<file path="src/rtl/fb_pkg.sv">
// Shared types and constants for the framebuffer burst writer.
// Holds the FSM state enum and the default bus widths.
package fb_pkg;

    localparam int FB_ADDR_W = 29;
    localparam int FB_DATA_W = 64;
    localparam int FB_BC_W   = 8;

    typedef enum logic [1:0] {
        FBW_IDLE,
        FBW_WAIT,
        FBW_BURST
    } fbw_state_t;

endpackage

</file>
<file path="src/rtl/fb_sync_fifo.sv">
// Show-ahead synchronous FIFO; rdata always shows the head entry.
// Ports: clk, rst_n, push/wdata, pop/rdata, count, full, empty.
module fb_sync_fifo #(
    parameter int WIDTH = 72,
    parameter int DEPTH = 16
) (
    input  logic                     clk,
    input  logic                     rst_n,
    input  logic                     push,
    input  logic [WIDTH-1:0]         wdata,
    input  logic                     pop,
    output logic [WIDTH-1:0]         rdata,
    output logic [$clog2(DEPTH):0]   count,
    output logic                     full,
    output logic                     empty
);

    localparam int AW = $clog2(DEPTH);
    localparam logic [AW:0] FULL_CNT = (AW+1)'(DEPTH);

    logic [WIDTH-1:0] mem [DEPTH];
    logic [AW-1:0]    wr_ptr;
    logic [AW-1:0]    rd_ptr;
    logic             do_push;
    logic             do_pop;

    assign full    = (count == FULL_CNT);
    assign empty   = (count == '0);
    assign do_push = push && !full;
    assign do_pop  = pop && !empty;
    assign rdata   = mem[rd_ptr];

    always_ff @(posedge clk) begin
        if (do_push) begin
            mem[wr_ptr] <= wdata;
        end
    end

    always_ff @(posedge clk or negedge rst_n) begin
        if (!rst_n) begin
            wr_ptr <= '0;
            rd_ptr <= '0;
            count  <= '0;
        end else begin
            if (do_push) begin
                wr_ptr <= wr_ptr + 1'b1;
            end
            if (do_pop) begin
                rd_ptr <= rd_ptr + 1'b1;
            end
            if (do_push && !do_pop) begin
                count <= count + 1'b1;
            end else if (!do_push && do_pop) begin
                count <= count - 1'b1;
            end
        end
    end

endmodule

</file>
<file path="src/rtl/fb_burst_writer.sv">
// Avalon-MM burst write initiator: buffers span data, emits bursts <= MAX_BURST.
// Ports: cmd_* span command, in_* data stream, avm_* write master, busy/done.
// Optional macro FB_BURST_WRITER_STATS_EN adds stat_bursts / stat_stalls.
module fb_burst_writer
    import fb_pkg::*;
#(
    parameter int ADDR_W     = FB_ADDR_W,
    parameter int DATA_W     = FB_DATA_W,
    parameter int MAX_BURST  = 8,
    parameter int FIFO_DEPTH = 16
) (
    input  logic                 clk_clk,
    input  logic                 reset_reset_n,
    input  logic                 cmd_valid,
    output logic                 cmd_ready,
    input  logic [ADDR_W-1:0]    cmd_addr,
    input  logic [15:0]          cmd_words,
    input  logic                 in_valid,
    output logic                 in_ready,
    input  logic [DATA_W-1:0]    in_data,
    input  logic [DATA_W/8-1:0]  in_be,
    output logic [ADDR_W-1:0]    avm_address,
    output logic [FB_BC_W-1:0]   avm_burstcount,
    output logic [DATA_W-1:0]    avm_writedata,
    output logic [DATA_W/8-1:0]  avm_byteenable,
    output logic                 avm_write,
    input  logic                 avm_waitrequest,
    output logic                 busy,
    output logic                 done
`ifdef FB_BURST_WRITER_STATS_EN
    ,
    output logic [31:0]          stat_bursts,
    output logic [31:0]          stat_stalls
`endif
);

    localparam int BE_W = DATA_W / 8;
    localparam int FW   = DATA_W + BE_W;
    localparam int CW   = $clog2(FIFO_DEPTH) + 1;
    localparam logic [15:0]        MAXB16 = 16'(MAX_BURST);
    localparam logic [FB_BC_W-1:0] MAXBC  = FB_BC_W'(MAX_BURST);

    fbw_state_t state_q;
    fbw_state_t state_d;

    logic [ADDR_W-1:0]  cur_addr_q;
    logic [15:0]        remaining_q;
    logic [FB_BC_W-1:0] beats_q;
    logic [FB_BC_W-1:0] len;
    logic [15:0]        rem_after;
    logic               cmd_fire;
    logic               can_start;
    logic               beat_acc;
    logic               last_beat;

    logic [FW-1:0]      fifo_rdata;
    logic [CW-1:0]      fifo_count;
    logic               fifo_full;
    logic               fifo_empty;

    assign in_ready = !fifo_full;

    fb_sync_fifo #(
        .WIDTH (FW),
        .DEPTH (FIFO_DEPTH)
    ) u_fifo (
        .clk   (clk_clk),
        .rst_n (reset_reset_n),
        .push  (in_valid && !fifo_full),
        .wdata ({in_be, in_data}),
        .pop   (beat_acc && !fifo_empty),
        .rdata (fifo_rdata),
        .count (fifo_count),
        .full  (fifo_full),
        .empty (fifo_empty)
    );

    // Remaining never exceeds MAX_BURST in the else branch, so the
    // low byte holds the full value there.
    assign len       = (remaining_q > MAXB16) ? MAXBC
                                              : remaining_q[FB_BC_W-1:0];
    assign can_start = 16'(fifo_count) >= 16'(len);
    assign cmd_fire  = cmd_valid && (state_q == FBW_IDLE);
    assign beat_acc  = (state_q == FBW_BURST) && !avm_waitrequest;
    assign last_beat = beat_acc && (beats_q == FB_BC_W'(1));
    assign rem_after = remaining_q - 16'(avm_burstcount);

    // Data lines are gated so they read zero outside a burst.
    assign avm_writedata  = avm_write ? fifo_rdata[DATA_W-1:0] : '0;
    assign avm_byteenable = avm_write ? fifo_rdata[FW-1:DATA_W] : '0;

    always_ff @(posedge clk_clk or negedge reset_reset_n) begin
        if (!reset_reset_n) begin
            state_q <= FBW_IDLE;
        end else begin
            state_q <= state_d;
        end
    end

    always_comb begin
        state_d   = state_q;
        cmd_ready = 1'b0;
        avm_write = 1'b0;
        busy      = 1'b1;
        unique case (state_q)
            FBW_IDLE: begin
                cmd_ready = 1'b1;
                busy      = 1'b0;
                if (cmd_fire && cmd_words != 16'd0) begin
                    state_d = FBW_WAIT;
                end
            end
            FBW_WAIT: begin
                if (can_start) begin
                    state_d = FBW_BURST;
                end
            end
            FBW_BURST: begin
                avm_write = 1'b1;
                if (last_beat) begin
                    state_d = (rem_after == 16'd0) ? FBW_IDLE : FBW_WAIT;
                end
            end
            default: begin
                state_d = FBW_IDLE;
            end
        endcase
    end

    always_ff @(posedge clk_clk or negedge reset_reset_n) begin
        if (!reset_reset_n) begin
            cur_addr_q     <= '0;
            remaining_q    <= '0;
            beats_q        <= '0;
            avm_address    <= '0;
            avm_burstcount <= '0;
            done           <= 1'b0;
        end else begin
            done <= 1'b0;
            if (cmd_fire) begin
                cur_addr_q  <= cmd_addr;
                remaining_q <= cmd_words;
                if (cmd_words == 16'd0) begin
                    done <= 1'b1;
                end
            end
            if (state_q == FBW_WAIT && can_start) begin
                avm_address    <= cur_addr_q;
                avm_burstcount <= len;
                beats_q        <= len;
            end
            if (beat_acc) begin
                beats_q <= beats_q - 1'b1;
            end
            if (last_beat) begin
                cur_addr_q  <= cur_addr_q + ADDR_W'(avm_burstcount);
                remaining_q <= rem_after;
                if (rem_after == 16'd0) begin
                    done <= 1'b1;
                end
            end
        end
    end

`ifdef FB_BURST_WRITER_STATS_EN
    always_ff @(posedge clk_clk or negedge reset_reset_n) begin
        if (!reset_reset_n) begin
            stat_bursts <= '0;
            stat_stalls <= '0;
        end else begin
            if (last_beat && stat_bursts != '1) begin
                stat_bursts <= stat_bursts + 1'b1;
            end
            if (avm_write && avm_waitrequest && stat_stalls != '1) begin
                stat_stalls <= stat_stalls + 1'b1;
            end
        end
    end
`endif

endmodule
</file>
<file path="config.mk">
export PLATFORM = sky130hd
export DESIGN_NAME = fb_burst_writer
export DESIGN_NICKNAME = d
export VERILOG_FILES = /design/src/rtl/fb_pkg.sv /design/src/rtl/fb_sync_fifo.sv /design/src/rtl/fb_burst_writer.sv
export SDC_FILE = /design/constraint.sdc
export NUM_CORES = 1
export LEC_CHECK = 0
export ABC_AREA = 1
export CORE_MARGIN = 2
export CORE_UTILIZATION = 40
export CTS_CLUSTER_SIZE = 14
export DETAILED_ROUTE_END_ITERATION = 10
export DONT_BUFFER_PORTS = 1
export HOLD_SLACK_MARGIN = 0.02
export SLEW_MARGIN = 30
export SYNTH_ARGS = -nofsm -noshare
export SYNTH_HDL_FRONTEND = slang
export SYNTH_SLANG_ARGS = --single-unit
</file>
<file path="constraint.sdc">
create_clock -name clk_clk -period 4.3 [get_ports clk_clk]
set_input_delay 1.29 -clock clk_clk [delete_from_list [all_inputs] [get_ports clk_clk]]
set_output_delay 1.29 -clock clk_clk [all_outputs]
set_load 0.03 [all_outputs]
</file>
==> impl_results.md <==
* Synth warn at 0
* I/O Buffers at 0
* Setup violators final at 0
* Non-Filler Instances at 5837
* CORE AREA at 0.127 sq mm
* Final WS setup at ~120 ps
* Maxcap violations at 0
* Slew headroom at 42.1%
* Starting DRT DRC Count at approximately 3200
* Critical path, cell by cell: buf_8 -> clkinv_16 -> buf_16 -> buf_12 -> o21ai_0 -> o221ai_1 -> nand3_1 -> a21oi_1 -> buf_4
* Final design utilization at 46.4%
* Drt total wl at 143000 um
* First-pass GRT wire length at approximately 210000 um
* Via-to-Cell Ratio at between 5 and 6
* CTS Hold Bufs at 0
* # diodes at 0
* Ys async rst share at under 10%
* CP required at between 3000 and 4000 ps
* HP Class: input pin to async pin
* Crit path depth at 9
* Peak VDD IR at about 0.57 mV
* Status: finished, final reports clean
* I/O pin count at between 200 and 250
* Post-Syn Nets at around 4200
* H-tree Lvls at 4
* Largest net degree at the start of global routing at between 100 and 150
* Residual DRC count at 0
* Clk Latency, worst-skew pair at approximately 770 ps
* CTS Root Cell: clkbuf_16
* Final hold viol count at 0
* Synth Register Bits at roughly 1300
* FF-to-FF path depth at 15
* GRT Overall Usage at between 20% and 30%
* Final HPWL DP at 72500 um
* Cell family with most CP delay: buffers and inverters
* Drt wl/cell at between 20 and 25 um
* Drt first pass iters at 6
* CTS Sinks at between 1000 and 1500
* DIE WIDTH at 361 um
* Area delta synth->final at 15.4%
* Gr ovfl total at 0
* CTS Buffer Depth at 3
* Final period utilization at 97.3%
* PwrDens at slightly below 700 mW/mm^2
* Endpoint class of the critical path: output port
* RSZ-0062 raised after global routing: true
* Worst path slowest cell: dfrtp_4
* Starting Density at between 40% and 50%
* Place WS at approximately 590 ps
* Worst-Margin Slew at roughly 870 ps
* Crit path kind: register to output port
* Synth Flop Type: edfxtp_1
* Achievable Freq at approximately 0.24 GHz
* Static Leak at roughly 20 nW
* Synth cell types at 39
* Fin Clk Skew at approximately 49 ps
* Mapped Avg Cell Area at between 10 and 15 sq um
* WP data arrival at 2890 ps
* Crit path launch type: register
* Final RePlAce weighted congestion at ~0.86
* Vias in the first global route at around 33000
* Post-Syn Area at just over 0.05 sq mm
* Max Slew Vio Count at 0
* Cells after synthesis at 4003
* CP Max Fanout at 47
* Seq/Total Area, Yosys at between 70% and 80%
* Placed insts at roughly 5600
* Die H at 361 um
* Slowest stage delay, CP at ~500 ps
* Row count at about 130
* Die area at 0.130 sq mm
* Share of cells above drive strength 1 at 10.6%
* Reg clk slew, reported paths at around 60 ps
* CTS tree: yes
* Remaining antenna violation count at 0
* Vias at ~34000
* Post-synth EDFFs at ~1200
* Layout Nets at between 4000 and 5000
* Bufs and invs on worst path at 5
* Final worst path period need at 4180 ps
* CTS Buf Count at approximately 140
* Initial antenna violation count at 1
[sequential cells by signal (all words and copies together) (netlist names)]
register / count
u_fifo.count: 5
state_q: 2
done: 1
avm_address: 29
remaining_q: 16
u_fifo.wr_ptr: 4
u_fifo.mem: 1152
u_fifo.rd_ptr: 4
beats_q: 8
cur_addr_q: 29
avm_burstcount: 8
[layout make-up]
class                   count  area, sq um
fillers                 11105        68100
flip-flops and latches   1258        37300
multi-input cells        2349        12400
clock buffers             168         3540
repair buffers            196         2340
well taps                1662         2080
clock inverters            73          727
inverters                 130          534
repair inverters            1         8.76
[where the power goes]
part / internal, mW / switching, mW / total, mW
registers: 14.9 / 0.882 / 15.8
logic: 4.43 / 9.55 / 14.0
clock network: 6.31 / 4.92 / 11.2
total: 25.7 / 15.4 / 41.0
[metrics by stage]
step | TNS (ps) | hold WS [ps] | instance area, sq um | power, mW
after floorplan | -607590 | 468 | 51000 | 24.6
after global placement | 0 | 493 | 54200 | 29.2
after detailed placement | 0 | 502 | 54200 | 29.4
after CTS | 0 | 150 | 58800 | 41.1
after global routing | -88.4 | 174 | 58900 | 43.1
final | 0 | 203 | 58900 | 41.0
[layout by cell type, fill, tap and decap left out, types with 18 or more instances in the layout]
cell type / n
a21oi_1: 86
a21oi_2: 20
buf_12: 40
buf_4: 135
clkbuf_1: 31
clkbuf_16: 139
clkinv_1: 25
clkinv_2: 18
dfrtp_1: 102
edfxtp_1: 1152
ha_1: 32
inv_1: 121
nand2_1: 273
nand3_1: 123
nand4_1: 26
nor2_1: 666
nor2_4: 18
o211ai_1: 100
o21ai_0: 637
o221ai_1: 215
o22ai_1: 95
[final timing paths]
kind                             startpoint                end  slack, ps
max                        u_fifo.rd_ptr[0]  avm_writedata[27]        120
min                           reset_reset_n     remaining_q[8]        200
max reg2reg                  remaining_q[8]         beats_q[0]        950
min reg2reg                   cur_addr_q[5]     avm_address[5]        520
max in group asynchronous     reset_reset_n   u_fifo.wr_ptr[3]       3910
min in group clk_clk          cur_addr_q[5]     avm_address[5]        520
[metal layers]
| metal | track usage, % | wire, um |
|---|---|---|
| met5 | 0 | 0 |
| met4 | 6.69 | 3450 |
| met3 | 4.49 | 10500 |
| met2 | 34.9 | 68100 |
| met1 | 28.8 | 60600 |
[synthesized netlist by cell type, drive strengths merged, types with 32 or more instances]
| cell type | n | area share, % |
|---|---|---|
| o211ai | 100 | 1.5 |
| nor2 | 685 | 5.1 |
| nand3 | 123 | 1.2 |
| a21oi | 106 | 1.0 |
| buf | 57 | 0.58 |
| clkbuf | 209 | 1.5 |
| inv | 128 | 0.94 |
| o21ai | 640 | 6.3 |
| edfxtp | 1152 | 68 |
| nand2 | 274 | 2.0 |
| ha | 32 | 0.78 |
| o22ai | 95 | 1.2 |
| dfrtp | 106 | 5.2 |
| o221ai | 215 | 3.7 |
[kinds of logic (layout without fill, tap and decap cells)]
| logic type | Yosys count | after routing | share of synthesized area [%] |
|---|---|---|---|
| AOI/OAI and AO/OA | 1165 | 1165 | 13.8 |
| and+or+nand+nor | 1128 | 1128 | 8.89 |
| xor gates and xnor gates | 20 | 20 | 0.343 |
| DFF | 1258 | 1258 | 73.0 |
| buffers and inverters | 396 | 568 | 3.07 |
| adders and majority gates | 35 | 35 | 0.902 |
| other | 1 | 1 | 0.00735 |
[what timing repair did]
| action | CTS | global route |
|---|---|---|
| resized for setup | 26 | 15 |
| pin swaps | 0 | 0 |
| buffers inserted | 10 | 0 |
| endpoints found under the setup margin | 62 | 23 |
| gates cloned | 4 | 2 |
Note: power is estimated with default switching activity, not from simulation.
